[config.mk]
export PLATFORM = sky130hd
export DESIGN_NAME = mem_access_sequencer
export DESIGN_NICKNAME = d
export VERILOG_FILES = /design/src/rtl/mem_access_sequencer.sv
export SDC_FILE = /design/constraint.sdc
export NUM_CORES = 1
export LEC_CHECK = 0
export CAP_MARGIN = 20
export CORE_MARGIN = 1.5
export CORE_UTILIZATION = 56
export CTS_CLUSTER_DIAMETER = 60
export DETAILED_ROUTE_END_ITERATION = 16
export PLACE_DENSITY = 0.92
export SETUP_SLACK_MARGIN = 0.02
export SYNTH_ARGS = -nofsm -noshare
export SYNTH_HDL_FRONTEND = slang
export SYNTH_SLANG_ARGS = --single-unit
[constraint.sdc]
create_clock -name Clk -period 5.6 [get_ports Clk]
set_input_delay 1.12 -clock Clk [delete_from_list [all_inputs] [get_ports Clk]]
set_output_delay 1.12 -clock Clk [all_outputs]
set_load 0.02 [all_outputs]
[src/rtl/mem_access_sequencer.sv]
// mem_access_sequencer
//   Splits one load/store request (byte, halfword, word or doubleword) into
//   single-byte transfers on a byte-wide RAM port, one transfer per clock,
//   big-endian (lowest address = most significant byte). Returns exactly one
//   response per accepted request.
//
// Ports
//   Clk, ResetN               clock, asynchronous active-low reset
//   ReqValid/ReqReady         request handshake (ready only in IDLE)
//   ReqReadWrite              1 = load, 0 = store
//   ReqMode                   00 byte, 01 halfword, 10 word, 11 doubleword
//   ReqAddress                address of first (most significant) byte
//   ReqWData                  store data, right-justified
//   RespValid/RespError       one-cycle response pulse, error flag
//   RData                     load data, right-justified, zero-extended
//   RamEnable/RamReadWrite    byte strobe and direction (1 = read)
//   RamAddress/RamDataOut     byte address and write byte
//   RamDataIn                 read byte, valid the cycle after a read strobe
module mem_access_sequencer #(
  parameter int unsigned MEM_BYTES = 256
) (
  input  logic        Clk,
  input  logic        ResetN,
  input  logic        ReqValid,
  output logic        ReqReady,
  input  logic        ReqReadWrite,
  input  logic [1:0]  ReqMode,
  input  logic [31:0] ReqAddress,
  input  logic [63:0] ReqWData,
  output logic        RespValid,
  output logic        RespError,
  output logic [63:0] RData,
  output logic        RamEnable,
  output logic        RamReadWrite,
  output logic [31:0] RamAddress,
  output logic [7:0]  RamDataOut,
  input  logic [7:0]  RamDataIn
);

  localparam logic [1:0] S_IDLE  = 2'd0;
  localparam logic [1:0] S_XFER  = 2'd1;
  localparam logic [1:0] S_DRAIN = 2'd2;
  localparam logic [1:0] S_RESP  = 2'd3;

  logic [1:0]  r_state;
  logic        r_rw;
  logic        r_err;
  logic [2:0]  r_last;
  logic [2:0]  r_cnt;
  logic [31:0] r_ram_addr;
  logic [63:0] r_wsh;
  logic [63:0] r_acc;
  logic [63:0] r_rdata;

  logic        w_accept;
  logic [2:0]  w_last_idx;
  logic [5:0]  w_shamt;
  logic        w_misalign;
  logic        w_oob;
  logic        w_reject;
  logic        w_in_xfer;

  assign w_accept  = ReqValid && (r_state == S_IDLE);
  assign w_in_xfer = (r_state == S_XFER);

  // N-1 for the requested size; also the alignment mask.
  always_comb begin
    w_last_idx = 3'd0;
    case (ReqMode)
      2'b00: w_last_idx = 3'd0;
      2'b01: w_last_idx = 3'd1;
      2'b10: w_last_idx = 3'd3;
      default: w_last_idx = 3'd7;
    endcase
  end

  assign w_shamt    = {3'd7 - w_last_idx, 3'b000};
  assign w_misalign = |(ReqAddress[2:0] & w_last_idx);
  assign w_oob      = (ReqAddress >= 32'(MEM_BYTES));
  assign w_reject   = w_misalign || w_oob;

  always_ff @(posedge Clk or negedge ResetN) begin
    if (!ResetN) begin
      r_state    <= S_IDLE;
      r_rw       <= 1'b1;
      r_err      <= 1'b0;
      r_last     <= '0;
      r_cnt      <= '0;
      r_ram_addr <= '0;
      r_wsh      <= '0;
      r_acc      <= '0;
      r_rdata    <= '0;
    end else begin
      case (r_state)
        S_IDLE: begin
          if (w_accept) begin
            r_rw   <= ReqReadWrite;
            r_last <= w_last_idx;
            r_cnt  <= '0;
            r_acc  <= '0;
            if (w_reject) begin
              r_err   <= 1'b1;
              r_rdata <= '0;
              r_state <= S_RESP;
            end else begin
              r_err      <= 1'b0;
              r_ram_addr <= ReqAddress;
              // Left-justify store data so the next byte out is always [63:56].
              r_wsh      <= ReqWData << w_shamt;
              r_state    <= S_XFER;
            end
          end
        end
        S_XFER: begin
          r_wsh <= r_wsh << 8;
          // Byte for strobe k-1 is on RamDataIn during strobe k.
          if (r_rw && (r_cnt != 3'd0)) begin
            r_acc <= {r_acc[55:0], RamDataIn};
          end
          if (r_cnt == r_last) begin
            r_state <= r_rw ? S_DRAIN : S_RESP;
          end else begin
            r_cnt      <= r_cnt + 3'd1;
            r_ram_addr <= r_ram_addr + 32'd1;
          end
        end
        S_DRAIN: begin
          r_acc   <= {r_acc[55:0], RamDataIn};
          r_rdata <= {r_acc[55:0], RamDataIn};
          r_state <= S_RESP;
        end
        default: begin
          r_state <= S_IDLE;
        end
      endcase
    end
  end

  assign ReqReady     = (r_state == S_IDLE);
  assign RespValid    = (r_state == S_RESP);
  assign RespError    = (r_state == S_RESP) && r_err;
  assign RData        = r_rdata;
  assign RamEnable    = w_in_xfer;
  assign RamReadWrite = w_in_xfer ? r_rw : 1'b1;
  assign RamAddress   = r_ram_addr;
  assign RamDataOut   = (w_in_xfer && !r_rw) ? r_wsh[63:56] : 8'h00;

endmodule

==> run metrics, run 1 <==
Slew Viols, Final=0; Mapped Nets=about 1400; WS Path Type=flop to output port; most used cell, CP=inv_1; initial drt markers=between 1000 and 1500; area leader, netlist=dfrtp_1; top cells by count, synth=nand2_1 (252), dfrtp_1 (225), nor2_1 (105), o21ai_0 (95), mux2i_1 (93); P per Cell Area=around 560 nW/um2; placed insts=roughly 1700; Ys Warns=0; CTS sink count=between 200 and 250; count leader, synth=nand2_1; Fin. Hold Viols=0; min-delay worst type=flop to flop; total number of vias=about 9900; Slew @ Worst Pin=about 1.0 ns; CTS tree=built; met3 Usage GRT=0.03940; worst-path fanout max=67; Fmax=approximately 230 MHz; postcts setup bufs=0; Design Power=8.007 mW; initial antenna violation count=1; crit path DAT=3.28 ns; critical path endpoint category=output port; met2 usage=0.4981; Final nets=approximately 1500; first-pass GRT wire length=~48000 um; largest net degree at the start of global routing=130; ys async rst share=1.000; vias in the first global route=around 9400; Floorplan Core Area=just under 20000 um2; Filler cells=~1400; Syn Area/Cell=between 9 and 10 um2; vias per cell=roughly 5.9; average wire per standard cell=17.69 um; register area=5657 um2; Synth cell types=58; Worst-path clk slew=approximately 0.06 ns; Final Non-Filler Cells=~1700; # IOs=219; cell row count=51; post-synth top area share=0.5032; share of cells above drive strength 1=0.06167; total grt overflow=0; DP Area=approximately 14000 um2; Final Cycle Share=0.7866; GRT Overall Usage=0.2872; post-route cell area=around 14000 um2; met1 Usage GRT=0.3869; status=finished clean; synth top area cells=dfrtp_1 (50%), nand2_1 (8.5%), mux2i_1 (8.3%), o21ai_0 (4.2%), nor2_1 (3.5%); Register-to-Register Path Depth=6; DRC viols=0; CTS hold repair buffers=0; Max Root-Sink Buffers=3; Synth Instances=between 1000 and 1500; Multi-input gate area=~4900 um2; starting density of the core=0.5730; Sum Neg Setup Slack=0 ns; CTS Root Cell=clkbuf_16; RSZ-0062 raised after global routing=no; Worst IR Drop VDD=502.7 uV; # resized after CTS=0; Largest stage delay, worst path=approximately 0.6 ns; total CTS buffers=24; gr busiest metal=met2; Required @ worst endpoint=about 4.5 ns; DRT Wirelength=about 30000 um; Layout area overhead=28.75%; crit-path cells=inv_1 > ha_4 > inv_1 > buf_4 > nor2_1 > and2_1 > clkdlybuf4s50_1; DP HPWL=19860 um; startpoint types=flop; Top FF cell, synth=dfrtp_1; Die X=~140 um; slew margin rel.=0.3030; Critical-path top delay cell=ha_4; Yosys reg bits=around 230; CTS H-tree depth=1; Leak=~6.0 nW; Clock Latency Late Sink=roughly 0.51 ns; ANT nets after route=0; max-cap violation count=0; drt first pass iters=5; Clock Skew=about 0.0094 ns; Setup-failing EPs final=0; RePlAce Congestion=~0.88; Cell Area, Synth=around 11000 um2; Die ar.=~21000 um2; # diodes=0; minimum clock period=about 4.4 ns; sequential share of the synthesized area=0.5056; IO Port Bufs=~220; Post-synth EDFFs=0; Die Y=around 140 um; Hold Crit Depth=2
[cell type report]
class	instances	share of cell area
clock buffers	33	0.04968
clock inverters	8	0.009989
inverters	82	0.02137
multi-input cells	843	0.3412
repair buffers	235	0.1621
flip-flops and latches	226	0.3927
well taps	265	0.02302
[kinds of logic (layout without fill, tap and decap cells)]
logic type	Yosys count	in the layout	share of synthesized area
xor gates and xnor gates	3	3	0.002349
adders and majority gates	7	7	0.007828
muxes	103	103	0.1013
buffers and inverters	172	358	0.05905
DFF	226	226	0.5056
AOI/OAI and AO/OA	276	276	0.1509
and+or+nand+nor	454	454	0.1730
[sequential cells by signal, summed over array words and instances, names as in the netlist]
signal / count
r_last: 3
r_cnt: 3
r_acc: 56
r_err: 1
r_wsh: 64
RamAddress: 32
RData: 64
r_rw: 1
r_state: 2
[path summary, 6_finish.rpt]
| check | startpoint | endpoint | slack [ns] |
|---|---|---|---|
| setup / recovery | r_state[1] | RamDataOut[4] | 1.20 |
| max in group asynchronous | ResetN | r_wsh[1] | 3.86 |
| hold reg to reg | r_wsh[0] | r_wsh[0] | 0.47 |
| setup reg to reg | r_state[1] | r_acc[7] | 2.09 |
| hold / removal | r_wsh[0] | r_wsh[0] | 0.47 |
| min in group asynchronous | ResetN | RData[43] | 0.69 |
[cells in the final DEF (no fill, tap or decap), drive strengths merged, types with 3 or more instances in the layout]
cell and instances:
clkbuf 33, mux4 8, inv 83, nor2 105, nand3 26, a21oi 70
clkinv 3, o41ai 4, nand4 10, nand2 252, o31a 3, mux2i 93
or3 6, or2 6, and2 9, a31oi 28, a211oi 10, bufinv 4
a221oi 25, xor2 3, nor4 14, o22ai 10, dfrtp 225, o21ai 95
ha 7, or4 5, nand2b 4, buf 19, o31ai 10, o211ai 4
nor3 10, clkdlybuf4s50 216
[metal layers]
| layer | up-vias | share of wire | routed length [um] |
|---|---|---|---|
| li1 | 4604 | - | - |
| met1 | 4814 | 0.40 | 11830 |
| met2 | 471 | 0.51 | 15150 |
| met3 | 42 | 0.084 | 2509 |
| met4 | 2 | 0.015 | 435 |
| met5 | - | 0.00030 | 9 |
[power breakdown]
part	switching [mW]	internal (mW)	total, mW
clock network	0.645	1.07	1.72
logic	2.22	1.34	3.56
registers	0.504	2.23	2.73
total	3.37	4.64	8.01
[metrics by stage]
step	util	hold WS [ns]	setup slack, ns
floorplan	-	0.4390	2.657
global placement	0.6937	0.4490	1.580
detailed placement	0.6937	0.4573	1.513
CTS	0.7377	0.4709	1.238
global route	0.7377	0.4920	1.054
finish	0.7377	0.4704	1.195
[critical path, delay by kind of cell, from the launching register on]
kind                     cells  cell delay [ns]
buffers and inverters        4             1.09
flip-flops                   1             0.42
AND/OR/NAND/NOR              2             0.62
adder cells (fa/ha/maj)      1             0.60
Note: power is estimated with default switching activity, not from simulation.
==> inputs of run 2 (changes only) <==
CORE_UTILIZATION = 47   (was 56)
PLACE_DENSITY = 0.84   (was 0.92)
clock period = 4 ns   (was 5.6 ns; I/O delays follow)
==> run metrics, run 2 (same netlist as run 1, synthesis figures left out) <==
Register-to-Register Path Depth=9 (+3); # resized after CTS=0 (unchanged); startpoint types=flop; post-route cell area=14460 um2 (+0.35%); max-cap violation count=0 (unchanged); Slew Viols, Final=0 (unchanged); post-layout util=0.6177 (-0.1201); total CTS buffers=24 (unchanged); DP HPWL=19530 um (-1.7%); Floorplan Core Area=23400 um2 (+20%); # IOs=219 (unchanged); RR Endpoint=r_wsh[28]; worst-path fanout max=10 (-85%); Slew @ Worst Pin=1.023 ns (-0.02272 ns); WS Path Type=flop to output port; crit path DAT=2.50 ns (-0.78 ns); Worst-path clk slew=0.06 ns (about the same); Sum Neg Setup Slack=0 ns (unchanged); commonest non-fill, non-tap cell in the layout=nand2_1; DRC viols=0 (unchanged); postcts setup bufs=0 (unchanged); Die X=157.3 um (+9.0%); initial antenna violation count=0 (-1); average wire per standard cell=16.60 um (-6.2%); Multi-input gate area=4915 um2 (unchanged); met3 Usage GRT=0.04157 (+0.002171); Pint=6.341 mW (+37%); DP Area=13650 um2 (+0.79%); total number of vias=9804 (-1.3%); Design Power=10.97 mW (+37%); DRT Wirelength=29080 um (-2.8%); Worst setup startpoint=r_state[1]; CTS sink count=226 (unchanged); min-delay worst type=input port to async pin; critical path endpoint category=output port; share of cells above drive strength 1=0.06560 (+0.003929); Die Y=157.3 um (+9.0%); RSZ-0062 raised after global routing=no; met2 usage=0.3780 (-0.1201); Sw Share=0.4217 (+0.0008222); RR Startpoint=r_state[1]; Fin. Hold Viols=0 (unchanged); cell row count=56 (+9.8%); crit-path cells=inv_1 > ha_4 > inv_1 > nor2_1 > and2_1 > clkdlybuf4s50_1; most frequent cells in the layout=nand2_1 (252), dfrtp_1 (225), clkdlybuf4s50_1 (215); ANT nets after route=0 (unchanged); Required @ worst endpoint=3.20 ns (-1.28 ns); IO Port Bufs=218 (unchanged); gr busiest metal=met2; worst reg2reg setup slack=0.93 ns (-1.16 ns); Fmax=around 300 MHz; CTS tree=built; # diodes=0 (unchanged); initial drt markers=778 (-23%); Clock Skew=0.02050 ns (+0.01111 ns); Layout area overhead=29.20%; Clock Latency Late Sink=0.52 ns (about the same); met1 Usage GRT=0.3345 (-0.05241); Final nets=1533 (+0.26%); Leak=5.970 nW (-0.28%); P per Cell Area=758.6 nW/um2 (+36%); vias in the first global route=9605 (+2.1%); starting density of the core=0.4781 (-0.09491); Largest stage delay, worst path=0.63 ns (+0.03 ns); register area=5657 um2 (unchanged); Critical-path top delay cell=clkdlybuf4s50_1; Combinational Power Share=0.450 (+0.006); first-pass GRT wire length=47760 um (+0.41%); CTS hold repair buffers=0 (unchanged); drt first pass iters=5 (unchanged); GRT Overall Usage=0.2379 (-0.04923); minimum clock period=roughly 3.3 ns; slew margin rel.=0.3181 (+0.01515); Worst IR Drop VDD=612.7 uV (+22%); NetSw=4.625 mW (+37%); clock share of power=0.204 (-0.010); status=finished clean; RePlAce Congestion=0.8861 (+0.66%); CTS Root Cell=clkbuf_16; Setup-failing EPs final=0 (unchanged); Die ar.=24740 um2 (+19%); most used cell, CP=inv_1; largest net degree at the start of global routing=116 (-11%); Final Cycle Share=0.8243; Reg power frac=0.346 (+0.005); total grt overflow=0 (unchanged); CTS H-tree depth=1 (unchanged); Filler cells=1958 (+45%); Max Root-Sink Buffers=3 (unchanged); vias per cell=5.596 (-4.7%)
-- run 2: changes by cell type in the layout (fill, tap and decap cells not counted), sizes merged --
cell and delta:
clkbuf -2, bufinv -2, clkinv +3, inv -1, buf +5, clkinvlp +4, clkdlybuf4s50 -1
-- run 2: final cells by class --
| cell class | count | share of cell area |
|---|---|---|
| Clock inverter | 12 | 0.008569 |
| Tap cell | 319 | 0.02761 |
| Sequential cell | 226 | 0.3913 |
| Inverter | 82 | 0.02129 |
| Multi-Input combinational cell | 843 | 0.3400 |
| Clock buffer | 31 | 0.04691 |
| Timing Repair Buffer | 239 | 0.1643 |
-- run 2: power by group through the flow --
stage / combinational, mW / clock [mW] / sequential (mW)
final: 4.94 / 2.23 / 3.79
after floorplan: 3.01 / 0 / 3.95
after global routing: 5.46 / 2.38 / 3.89
after CTS: 4.94 / 2.29 / 3.78
after detailed placement: 4.92 / 0 / 3.81
after global placement: 4.77 / 0 / 3.77
-- run 2: stage by stage --
step	hold slack [ns]	worst slack [ns]	instances
finish	0.3336	0.7029	1752
CTS	0.3785	0.5631	1752
detailed placement	0.4580	0.6901	1709
global route	0.3906	0.4739	1752
floorplan	0.4390	1.377	1241
global placement	0.4490	0.8134	1709
-- run 2: critical path: cells and delay by family, from the launching register on --
family / cells / cell delay, ns
AND/OR/NAND/NOR: 2 / 0.63
adder cells (fa/ha/maj): 1 / 0.14
flip-flops: 1 / 0.41
buffers and inverters: 3 / 0.79
-- run 2: how the worst max path moves through the flow --
stage                    endpoint  cells past startpoint
global placement         RData[5]                      7
finish              RamDataOut[6]                      6
CTS                 RamDataOut[6]                      6
global route        RamDataOut[6]                      6
floorplan           RamDataOut[0]                      7
detailed placement       RData[4]                      7
-- run 2: layer usage --
layer  share of wire  up-vias
met5               0        -
met2            0.47      445
met1            0.43     4701
met4           0.020        0
met3           0.081       51
li1                -     4607
